`src/rtl/set_cmd_loader.sv`:
```
// Byte-serial command front-end for the circle-set counting engine: assembles
// 5-byte frames, queues them, and launches each with a one-cycle en pulse.
module set_cmd_loader #(
  parameter int DEPTH = 2
) (
  input  logic        clk,
  input  logic        rst,
  input  logic        in_valid,
  input  logic [7:0]  in_data,
  output logic        in_ready,
  input  logic        set_busy,
  input  logic        set_valid,
  output logic        en,
  output logic [23:0] central,
  output logic [11:0] radius,
  output logic [1:0]  mode,
  output logic [2:0]  pending,
  output logic [7:0]  done_cnt
);

  // state | meaning
  // IDLE  | engine free; launch head of queue when pending and !set_busy
  // RUN   | command launched; wait for set_valid from the engine
  typedef enum logic {IDLE, RUN} state_t;

  localparam int PW = (DEPTH > 1) ? $clog2(DEPTH) : 1;

  state_t          state, state_nxt;
  logic            launch;
  logic [2:0]      byte_cnt;
  logic [37:8]     asm_q;       // low byte of the command comes straight from in_data
  logic [37:0]     fifo_mem [DEPTH];
  logic [PW-1:0]   rd_ptr, wr_ptr;
  logic            accept, push;

  function automatic logic [PW-1:0] ptr_inc(input logic [PW-1:0] p);
    return (p == PW'(DEPTH - 1)) ? '0 : p + 1'b1;
  endfunction

  // Full check uses the registered occupancy only, so a same-cycle pop never frees a slot early.
  assign in_ready = (byte_cnt != 3'd4) || (pending < 3'(DEPTH));
  assign accept   = in_valid && in_ready;
  assign push     = accept && (byte_cnt == 3'd4);

  always_ff @(posedge clk or posedge rst) begin
    if (rst) begin
      byte_cnt <= '0;
      asm_q    <= '0;
    end else if (accept) begin
      byte_cnt <= (byte_cnt == 3'd4) ? 3'd0 : byte_cnt + 3'd1;
      case (byte_cnt)
        3'd0:    asm_q[37:32] <= in_data[5:0];
        3'd1:    asm_q[31:24] <= in_data;
        3'd2:    asm_q[23:16] <= in_data;
        3'd3:    asm_q[15:8]  <= in_data;
        default: ;
      endcase
    end
  end

  always_ff @(posedge clk) begin
    if (push) fifo_mem[wr_ptr] <= {asm_q, in_data};
  end

  always_ff @(posedge clk or posedge rst) begin
    if (rst) begin
      rd_ptr  <= '0;
      wr_ptr  <= '0;
      pending <= '0;
    end else begin
      if (push)   wr_ptr <= ptr_inc(wr_ptr);
      if (launch) rd_ptr <= ptr_inc(rd_ptr);
      case ({push, launch})
        2'b10:   pending <= pending + 3'd1;
        2'b01:   pending <= pending - 3'd1;
        default: ;
      endcase
    end
  end

  always_ff @(posedge clk or posedge rst) begin
    if (rst) state <= IDLE;
    else     state <= state_nxt;
  end

  always_comb begin
    state_nxt = state;
    launch    = 1'b0;
    case (state)
      IDLE: if ((pending != 3'd0) && !set_busy) begin
        launch    = 1'b1;
        state_nxt = RUN;
      end
      RUN:  if (set_valid) state_nxt = IDLE;
      default: state_nxt = IDLE;
    endcase
  end

  // Operands are only written on a launch edge; the engine re-reads them every step.
  always_ff @(posedge clk or posedge rst) begin
    if (rst) begin
      en      <= 1'b0;
      central <= '0;
      radius  <= '0;
      mode    <= '0;
    end else begin
      en <= launch;
      if (launch) {mode, radius, central} <= fifo_mem[rd_ptr];
    end
  end

  always_ff @(posedge clk or posedge rst) begin
    if (rst)            done_cnt <= '0;
    else if (set_valid) done_cnt <= done_cnt + 8'd1;
  end

endmodule

```
`config.mk`:
```
export PLATFORM = sky130hd
export DESIGN_NAME = set_cmd_loader
export DESIGN_NICKNAME = d
export VERILOG_FILES = /design/src/rtl/set_cmd_loader.sv
export SDC_FILE = /design/constraint.sdc
export NUM_CORES = 1
export LEC_CHECK = 0
export CAP_MARGIN = 20
export CORE_UTILIZATION = 32
export CTS_CLUSTER_SIZE = 12
export DETAILED_ROUTE_END_ITERATION = 8
export DONT_BUFFER_PORTS = 1
export SYNTH_ARGS = -nofsm -noshare
export SYNTH_HDL_FRONTEND = slang
export SYNTH_SLANG_ARGS = --single-unit
```
`constraint.sdc`:
```
create_clock -name clk -period 7.6 [get_ports clk]
set_clock_uncertainty 0.2 [all_clocks]
set_input_delay 0.76 -clock clk [delete_from_list [all_inputs] [get_ports clk]]
set_output_delay 0.76 -clock clk [all_outputs]
set_load 0.02 [all_outputs]
```
=== Word level (Yosys, flattened, before mapping) ===
Memories as Yosys holds them, arrays and structs flattened. A register that Yosys moved wholly into a read port is not among the register bits.
Index checks and enable logic that the tools add are counted.

* Bits in registers: 48
* Bits in latches: 0
* Bits in writable memories: 76
* Memory bits (read-only): 0
* Input port bits: 13
* Output and inout bits: 51
* Memories: 1

* Add/sub/neg operators: 6
* Multipliers: 0
* Divide/modulo/power cells: 0
* $lt $le $gt $ge: 1
* Equal/unequal tests: 7
* Shift operators: 0
* Muxes and demuxes: 10
* Bitwise operators: 1
* Reduce and logical (&&, ||, !) cells: 12

{| class="wikitable"
|+ Memory list
! name !! depth !! bits a word !! rd ports !! clocked after memory_dff !! wr ports !! RTL line !! source
|-
| fifo_mem || 2 || 38 || 1 || 1 || 1 || 32 || <nowiki>logic [37:0] fifo_mem [DEPTH];</nowiki>
|}

{| class="wikitable"
|+ Operators with widths
! cell !! count
|-
| $add 8x1->8 const B || 1
|-
| $reduce_and 2->1 || 4
|-
| $mux 1 || 7
|-
| $add 3x1->3 const B || 2
|-
| $eq 3x2->1 const B || 2
|-
| $pmux 3 s2 || 1
|-
| $eq 3x1->1 const B || 1
|-
| $eq 3x3->1 const B || 1
|-
| $logic_and 1x1->1 || 3
|-
| $logic_not 3->1 || 1
|-
| $lt 3x2->1 const B || 1
|-
| $mux 3 || 1
|-
| $ne 3x3->1 const B || 1
|-
| $reduce_bool 3->1 || 1
|-
| $sub 3x1->3 const B || 1
|-
| $add 1x1->1 const B || 2
|-
| $eq 2x1->1 const B || 1
|-
| $eq 2x2->1 const B || 1
|-
| $pmux 1 s2 || 1
|-
| $reduce_bool 2->1 || 1
|-
| $logic_not 1->1 || 1
|-
| $logic_or 1x1->1 || 1
|-
| $not 1->1 || 1
|}

=== Depth between registers and ports, before layout ===
Gate-level depths: netlist of the first run.

* Depth after elaboration: 6
* Depth in mapped cells: 11

=== Least setup slack after synthesis of the first run ===
Ideal clock, no wire load.

* Kind: input-to-reg
* From: input in_valid
* To: memory fifo_mem[0][0], enable pin
* Arrival: 3010 ps
* Required time: 6967 ps
* Setup slack: 3957 ps
* Cell stages on the path: 4
* Path through: inv_1 or4_1 clkbuf_1 nor2_1

* Word-level cells in the longest chain between the ends: 4

{| class="wikitable"
|+ RTL lines
! item !! RTL line !! source
|-
| start, declared || 8 || <nowiki>input logic in_valid,</nowiki>
|-
| $logic_and 1x1->1 || 42 || <nowiki>assign accept = in_valid && in_ready;</nowiki>
|-
| $logic_and 1x1->1 || 43 || <nowiki>assign push = accept && (byte_cnt == 3'd4);</nowiki>
|-
| $mux 1 || 62 || <nowiki>if (push) fifo_mem[wr_ptr] <= {asm_q, in_data};</nowiki>
|-
| $mux 1 (not written as such) || 62 ||
|-
| end, declared || 32 ||
|}

Every way passes these cells.

=== Final worst setup path of the first run ===
* From: register pending[1]
* To: register pending[2]

* Word-level cells in the longest chain between the ends: 6
* Elaborated cells between the ends (all ways): 14
* Those cells by class: add/sub: 2; order compare: 1; eq/ne: 2; mux: 3; reduce/logical: 6

{| class="wikitable"
|+ RTL lines
! item !! RTL line !! source
|-
| start, declared || 17 || <nowiki>output logic [2:0] pending,</nowiki>
|-
| start signal, assigned || 74 || <nowiki>2'b10: pending <= pending + 3'd1;</nowiki>
|-
| start signal, assigned || 75 || <nowiki>2'b01: pending <= pending - 3'd1;</nowiki>
|-
| $reduce_bool 3->1 * || 90 || <nowiki>IDLE: if ((pending != 3'd0) && !set_busy) begin</nowiki>
|-
| $logic_and 1x1->1 * || 90 ||
|-
| $mux 1 * || 90 ||
|-
| $mux 1 * || 89 || <nowiki>case (state)</nowiki>
|-
| net launch || 29 || <nowiki>logic launch;</nowiki>
|-
| $eq 2x1->1 or $eq 2x2->1 (tied branches) || 73 || <nowiki>case ({push, launch})</nowiki>
|-
| $pmux 3 s2 or $reduce_bool 2->1 (tied branches) || n/a ||
|}

Mark *: on every way through the listed nets, which the timed path passes. The rest lies on a longest branch.
A chain may end at the register's enable or synchronous reset.

==> results of run 1 <==
metrics by stage:
step | utilization (%) | std cells | worst slack [ns] | power, mW | hold slack (ns)
after global routing | 37.2 | 634 | 4.52 | 3.20 | 0.205
final | 37.2 | 634 | 4.69 | 3.03 | 0.221
after floorplan | - | 343 | 3.96 | 2.12 | 0.237
after global placement | 33.9 | 598 | 4.55 | 2.23 | 0.244
after detailed placement | 34.0 | 599 | 4.44 | 2.27 | 0.251
after CTS | 36.9 | 631 | 4.55 | 3.08 | 0.200
flip-flops by register name (all words and copies together), names as in the netlist:
signal    count
byte_cnt      3
fifo_mem     76
central      24
rd_ptr        1
asm_q        30
state         1
en            1
done_cnt      8
wr_ptr        1
pending       3
radius       12
mode          2
power by group:
group / leakage [nW] / total, mW / internal [mW] / switching [mW]
Sequential: 1.71 / 1.60 / 1.22 / 0.382
Clock: 0.264 / 0.798 / 0.465 / 0.333
Combinational: 0.886 / 0.635 / 0.404 / 0.231
Total: 2.86 / 3.03 / 2.09 / 0.945
cells by family after synthesis:
group	synth area share, %
fa+ha+maj	1.70
mux	21.4
buf+inv	2.49
flops	70.2
xor+xnor	1.66
compound gates	0.832
simple gates	1.72
cells in the final DEF, fill, tap and decap left out, types with 5 or more instances in the layout:
cell and n:
inv_1 10, clkbuf_16 17, clkinvlp_4 5, edfxtp_1 76, xnor2_1 7, ha_1 7, xor2_1 5, nand2_1 7
mux2_4 37, dfrtp_1 86, mux2_2 70
metal layers:
layer	global-route usage [%]	wire length, um	vias up
met2	18.3	5200	58
met5	0	0	-
met1	14.1	4770	1427
met3	4.10	496	11
met4	4.75	158	0
li1	-	-	1287
area by class of cell:
| class | instances | area (sq um) |
|---|---|---|
| clock inverters | 13 | 113 |
| flip-flops and latches | 162 | 4430 |
| inverters | 11 | 43.8 |
| clock buffers | 19 | 453 |
| fillers | 1830 | 12200 |
| repair buffers | 6 | 100 |
| well taps | 265 | 332 |
| multi-input cells | 158 | 1740 |
timing repair:
action | CTS | global route
hold endpoints to repair | 0 | 17
setup endpoints to repair | 0 | 0
setup buffers | 0 | 0
hold buffers | 0 | 1
path summary, 6_finish.rpt:
kind / startpoint / to / slack [ns] / depth (start not counted)
worst min-delay path: set_valid / done_cnt[0] / 0.22 / 1
worst max-delay path: pending[1] / pending[2] / 4.69 / 10
worst max register to register: pending[1] / pending[2] / 4.69 / 10
min in group asynchronous: rst / central[0] / 0.56 / 2
max in group asynchronous: rst / central[21] / 6.00 / 3
worst min register to register: asm_q[32] / fifo_mem[1][32] / 0.26 / 0
==> results.json, run 1 <==
{
  "startpoint_type": "register",
  "synth_cell_types": 29,
  "numPortBuffers": 0,
  "antenna_left": 0,
  "max_slew.worst_pin.slew_ns": 0.845,
  "gr-total-overflow": 0,
  "crit_chain": "nor3_1, or3_2, buf_4, inv_1, ha_1, inv_1, fa_1, xor2_1, nor2_1, xor2_1",
  "rows": 51,
  "cts_tree": "built",
  "clock-sinks": 162,
  "routabilityCongestion": 0.694,
  "synth_common_cells": "dfrtp_1, edfxtp_1, mux2_2, mux2_4, inv_1",
  "cp.arrival_ns": 3.05,
  "max_clock_freq_mhz": 343,
  "synth_nets": 364,
  "grt_max_degree": 87,
  "cts_buffers": 17,
  "final_cell_area_sq_um": 7220,
  "drv_cap": 0,
  "cp_top_family": "simple AND/OR/NAND/NOR gates",
  "clkLatencyLatePin_ns": 0.42,
  "antenna_found_initial": 0,
  "ctsHtreeMaxLevel": 4,
  "critPathMaxStageDelay_ns": 0.52,
  "drt_iter0_markers": 116,
  "drcViolationCount": 0,
  "crit_fanout": 41,
  "area_growth_pct": 14.2,
  "report.final.slew_viol_count": 0,
  "finalSetupViolations": 0,
  "critPathCaptureType": "register",
  "n_antenna_cell": 0,
  "design.core.area_sq_um": 19400,
  "routedWlPerCell_um": 16.8,
  "nets": 377,
  "grtUsageTotal_pct": 11.5,
  "hold_class": "in2reg",
  "finalWorstPathRequiredPeriod_ns": 2.91,
  "root_buffer": "clkbuf_16",
  "die_w_um": 143,
  "vias_per_cell": 4.39,
  "synth_area_sq_um": 6320,
  "fin_crit_sh_pct": 38.3,
  "status": "complete, no violations",
  "yosysWarnings": 0,
  "dieHeight_um": 143,
  "critPathBufInv": 3,
  "synth-seq-cells": 162,
  "syn_area_per_cell_sq_um": 18.4,
  "drt_wl_total_um": 10600,
  "critPathRequiredTime_ns": 7.74,
  "synthArstFlopShare_pct": 53.1,
  "ctsResizeCount": 0,
  "dpl_cell_area_sq_um": 6600,
  "ir_drop_uv": 259,
  "io_pins": 64,
  "p_leak_nw": 2.86,
  "firstDrtPassIters": 4,
  "setup_tns_ns": 0,
  "grt_pass1_vias": 2965,
  "dieArea_sq_um": 20300,
  "grt_pass1_wl_um": 17000,
  "dominantRegCellSynth": "dfrtp_1",
  "synth_top_area_cell": "edfxtp_1",
  "slowest_stage": "dfrtp_1",
  "vias": 2783,
  "max_slew_margin_pct": 43.7,
  "worst-setup-path-type": "reg2reg",
  "path_clk_slew_ns": 0.06,
  "power_density_nw_per_um2": 420,
  "rsz0062_at_grt": "false",
  "ys_seq_area_share_pct": 70.2,
  "clock_path_buffers": 2,
  "synth_edf_count": 76,
  "final_hold_viol_count": 0,
  "synth_most_common_cell": "dfrtp_1",
  "dp_hpwl_um": 6750,
  "start_util_pct": 32.6,
  "drive_above_1_share_pct": 40.4,
  "synth_top_area_share_pct": 36.1,
  "syn_inst": 343,
  "yosys-top-cells-area": "edfxtp_1, dfrtp_1, mux2_2"
}
Note: power is estimated with default switching activity, not from simulation.
==> run 2, diff against run 1 <==
==> constraint.sdc (replaced) <==
create_clock -name clk -period 2.6 [get_ports clk]
set_clock_uncertainty 0.2 [all_clocks]
set_input_delay 0.26 -clock clk [delete_from_list [all_inputs] [get_ports clk]]
set_output_delay 0.26 -clock clk [all_outputs]
set_load 0.02 [all_outputs]
==> run 2 against run 1 <==
Net effect: largest cell class unchanged; final cell count rose by 2.7%; critical endpoint unchanged; die area did not move; setup slack got worse by 4.5 ns.
==> results.json, run 2 (synthesis gave the netlist of run 1 again) <==
{
  "pwr-share-clk_pct": 25.6,
  "clkLatencyLatePin_ns": 0.42,
  "gr-total-overflow": 0,
  "final_cell_area_sq_um": 7340,
  "path_clk_slew_ns": 0.06,
  "start_util_pct": 32.6,
  "status": "complete, no violations",
  "worst-setup-path-type": "reg2reg",
  "die_w_um": 143,
  "vias": 2871,
  "cp_top_family": "adder cells",
  "firstDrtPassIters": 4,
  "drcViolationCount": 0,
  "whs_ns": 0.230,
  "crit_chain": "inv_1, ha_2, nand2_1, or4_4, ha_1, inv_1, fa_1, xor2_1, nor2_1, xor2_1",
  "dieArea_sq_um": 20300,
  "finalSetupViolations": 0,
  "combPwrFrac_pct": 23.2,
  "grtUsageTotal_pct": 12.1,
  "seqPwrFrac_pct": 51.3,
  "ctsHtreeMaxLevel": 4,
  "dieHeight_um": 143,
  "rsz0062_at_grt": "false",
  "cp.arrival_ns": 2.51,
  "grt_max_degree": 87,
  "dp_cells": 607,
  "p_leak_nw": 2.92,
  "n_antenna_cell": 0,
  "critPathMaxStageDelay_ns": 0.43,
  "p_switching_mw": 2.74,
  "nets": 394,
  "finalNonFillerCells": 651,
  "top_register": "fifo_mem",
  "final_hold_viol_count": 0,
  "fin_crit_sh_pct": 92.6,
  "intPower_mw": 6.16,
  "drv_cap": 0,
  "critPathCaptureType": "register",
  "numPortBuffers": 0,
  "sw_frac_of_total_pct": 30.8,
  "vias_per_cell": 4.41,
  "top_regs": "fifo_mem: 76 flops, asm_q: 30 flops, central: 24 flops",
  "critPathBufInv": 2,
  "cts_tree": "built",
  "design.core.area_sq_um": 19400,
  "ir_drop_uv": 644,
  "area_growth_pct": 16.1,
  "antenna_found_initial": 0,
  "grt_pass1_vias": 3118,
  "cts_setup_buffers": 0,
  "drt_wl_total_um": 11100,
  "final_common_cell": "dfrtp_1",
  "drive_above_1_share_pct": 39.4,
  "cts_buffers": 17,
  "routedWlPerCell_um": 17.1,
  "max_clock_freq_mhz": 415,
  "hold_class": "in2reg",
  "root_buffer": "clkbuf_16",
  "io_pins": 64,
  "dp_hpwl_um": 6910,
  "crit_fanout": 4,
  "routabilityCongestion": 0.688,
  "max_slew_margin_pct": 48.7,
  "clock-sinks": 162,
  "layout_common_cells": "dfrtp_1, edfxtp_1, mux2_2",
  "antenna_left": 0,
  "max_slew.worst_pin.slew_ns": 0.769,
  "rows": 51,
  "startpoint_type": "register",
  "largest_reg_flops": 76,
  "critPathRequiredTime_ns": 2.70,
  "grt_pass1_wl_um": 17700,
  "report.final.slew_viol_count": 0,
  "dpl_cell_area_sq_um": 6680,
  "drt_iter0_markers": 120,
  "clock_path_buffers": 2,
  "power_density_nw_per_um2": 1210,
  "finalWorstPathRequiredPeriod_ns": 2.41,
  "slowest_stage": "or4_4"
}
run 2: per-layer routing:
| layer | share of wire (%) | up-vias | global-route usage [%] |
|---|---|---|---|
| met2 | 51 | 52 | 19.9 |
| met4 | 1.5 | 0 | 5.60 |
| met1 | 43 | 1494 | 14.3 |
| met3 | 4.7 | 13 | 4.21 |
| met5 | 0 | - | 0 |
| li1 | - | 1312 | - |
run 2: cell type report:
class,count,area (sq um)
inverters,11,45.0
clock inverters,7,61.3
well taps,265,332
repair buffers,23,240
flip-flops and latches,162,4430
fillers,1820,12100
multi-input cells,158,1750
clock buffers,25,475
run 2: repair_timing:
item	4_1_cts	5_1_grt
gates resized for setup	0	3
endpoints found under the setup margin	0	1
endpoints found under the hold margin	143	0
hold buffers	12	0
run 2: power groups by stage:
stage	clock [mW]	combinational, mW	sequential [mW]
2_1_floorplan	0	1.74	4.47
3_3_place_gp	0	1.99	4.60
3_5_place_dp	0	2.06	4.64
4_1_cts	2.34	2.10	4.59
5_1_grt	2.44	2.27	4.69
6_report	2.28	2.06	4.56
run 2: through the flow:
step / setup TNS (ns) / worst slack, ns / power (mW) / utilization [%]
finish: 0 / 0.193 / 8.91 / 37.8
global route: 0 / 0.0194 / 9.40 / 37.8
CTS: 0 / 0.124 / 9.03 / 37.8
detailed placement: 0 / 0.145 / 6.70 / 34.4
global placement: 0 / 0.216 / 6.59 / 34.4
floorplan: -25.15 / -0.331 / 6.21 / -
run 2: path summary, 6_finish.rpt:
| path | from | endpoint | slack (ns) | cells past startpoint |
|---|---|---|---|---|
| setup / recovery | byte_cnt[1] | pending[2] | 0.19 | 10 |
| hold / removal | in_valid | asm_q[15] | 0.23 | 2 |
| setup reg to reg | byte_cnt[1] | pending[2] | 0.19 | 10 |
| hold reg to reg | asm_q[23] | fifo_mem[1][23] | 0.26 | 0 |
| max in group asynchronous | rst | pending[0] | 1.56 | 3 |
| min in group asynchronous | rst | radius[8] | 0.24 | 3 |
==> run 3, diff against run 2 <==
--- a/config.mk
+++ b/config.mk
@@ -10,6 +10,7 @@
 export CTS_CLUSTER_SIZE = 12
 export DETAILED_ROUTE_END_ITERATION = 8
 export DONT_BUFFER_PORTS = 1
+export PLACE_DENSITY = 0.53
 export SYNTH_ARGS = -nofsm -noshare
 export SYNTH_HDL_FRONTEND = slang
 export SYNTH_SLANG_ARGS = --single-unit
==> run 3 against run 2 <==
Net effect: non-clock buffer count is the same; design area is 0.41% higher; critical path type unchanged; maximum frequency grew 0.38%; register-to-register slack about the same; first-iteration DRC count grew 30%; count of clock-buffer cells in the layout decreased by 3; largest power group unchanged; setup slack improved by 0.0091 ns; sequential power up 1%; largest cell class unchanged.
==> results.json, run 3 (synthesis gave the netlist of run 1 again) <==
{
  "finalNonFillerCells": 653,
  "top_register": "fifo_mem",
  "clock_path_buffers": 2,
  "finalSetupViolations": 0,
  "die_w_um": 143,
  "rows": 51,
  "power_density_nw_per_um2": 1220,
  "status": "complete, no violations",
  "grt_pass1_vias": 3165,
  "max_slew.worst_pin.slew_ns": 0.788,
  "routabilityCongestion": 0.738,
  "path_clk_slew_ns": 0.06,
  "worst-setup-path-type": "reg2reg",
  "critPathRequiredTime_ns": 2.70,
  "startpoint_type": "register",
  "critPathCaptureType": "register",
  "cts_tree": "built",
  "ctsHtreeMaxLevel": 4,
  "max_slew_margin_pct": 47.5,
  "gr-total-overflow": 0,
  "timing.final.ws_setup_ns": 0.202,
  "cp.arrival_ns": 2.50,
  "firstDrtPassIters": 4,
  "largest_reg_flops": 76,
  "dieHeight_um": 143,
  "dieArea_sq_um": 20300,
  "hold_class": "in2reg",
  "antenna_found_initial": 2,
  "final_common_cell": "dfrtp_1",
  "max_clock_freq_mhz": 417,
  "antenna_left": 0,
  "io_pins": 64,
  "seq_area_sq_um": 4440,
  "fillers": 1822,
  "numPortBuffers": 0,
  "dp_cells": 607,
  "fin_crit_sh_pct": 92.2,
  "area_growth_pct": 16.6,
  "ir_drop_uv": 637,
  "vias_per_cell": 4.47,
  "design.core.area_sq_um": 19400,
  "finalWorstPathRequiredPeriod_ns": 2.40,
  "nets": 394,
  "layout_common_cells": "dfrtp_1, edfxtp_1, mux2_2",
  "whs_ns": 0.241,
  "cts_buffers": 17,
  "routedWlPerCell_um": 17.6,
  "clock-sinks": 162,
  "drv_cap": 0,
  "pre_cts_ws_ns": 0.116,
  "final_hold_viol_count": 0,
  "top_regs": "fifo_mem: 76 flops, asm_q: 30 flops, central: 24 flops",
  "drt_iter0_markers": 156,
  "vias": 2916,
  "critPathMaxStageDelay_ns": 0.45,
  "drt_wl_total_um": 11500,
  "grt_max_degree": 42,
  "start_util_pct": 32.6,
  "post-route-util_pct": 38.0,
  "grt_pass1_wl_um": 18200,
  "p_leak_nw": 2.92,
  "dp_hpwl_um": 7070,
  "crit_chain": "inv_1, ha_2, nand2_1, or4_1, ha_2, inv_1, fa_1, xor2_1, nor2_1, xor2_1",
  "drive_above_1_share_pct": 40.7,
  "crit_fanout": 4,
  "clkLatencyLatePin_ns": 0.41,
  "multiInputGateArea_sq_um": 1750,
  "root_buffer": "clkbuf_16",
  "grtUsageTotal_pct": 12.4,
  "rsz0062_at_grt": "false",
  "drcViolationCount": 0,
  "report.final.slew_viol_count": 0,
  "slowest_stage": "or4_1"
}
==> run 3: routing by layer <==
layer  up-vias  global-route usage (%)  wire [um]
li1       1316                       -          -
met1      1534                    15.0       5140
met2        57                    20.3       5710
met3         9                    4.85        537
met4         0                    4.24         94
met5         -                       0          0
==> run 3: power by group <==
part	switching, mW	leakage, nW	internal [mW]
sequential	1.05	1.71	3.57
combinational	0.783	0.950	1.26
clock	0.956	0.262	1.36
==> run 3: what timing repair did <==
action / CTS / global route
hold buffers: 12 / 0
resized for setup: 0 / 3
hold endpoints to repair: 85 / 0
buffers inserted: 0 / 0
setup endpoints to repair: 0 / 2
==> run 3: critical path: cells and delay by family, from the launching register on <==
family	cells	cell delay, ns
AND/OR/NAND/NOR	3	0.62
adder cells (fa/ha/maj)	3	0.62
flip-flops	1	0.40
XOR/XNOR	2	0.28
buffers and inverters	2	0.18
==> run 3: area by class of cell <==
| cell class | count | share of cell area (%) |
|---|---|---|
| clock buffers | 22 | 6.30 |
| inverters | 11 | 0.611 |
| multi-input cells | 158 | 23.7 |
| repair buffers | 23 | 3.43 |
| clock inverters | 10 | 1.15 |
| flip-flops and latches | 162 | 60.2 |
| well taps | 265 | 4.50 |
| diodes | 2 | 0.0679 |
==> run 3: stage by stage <==
step | TNS [ns] | power, mW | cell area [sq um]
finish | 0 | 8.97 | 7370
global route | 0 | 9.46 | 7370
CTS | 0 | 9.09 | 7360
detailed placement | 0 | 6.72 | 6690
global placement | 0 | 6.62 | 6690
floorplan | -25.15 | 6.21 | 6330
==> run 3: worst paths after layout <==
kind,startpoint,slack [ns],end,cells past startpoint
setup reg to reg,byte_cnt[1],0.20,pending[2],10
setup / recovery,byte_cnt[1],0.20,pending[2],10
min in group asynchronous,rst,0.26,central[21],2
hold reg to reg,asm_q[22],0.26,fifo_mem[1][22],0
hold / removal,in_valid,0.24,asm_q[9],2
max in group asynchronous,rst,1.24,rd_ptr,3
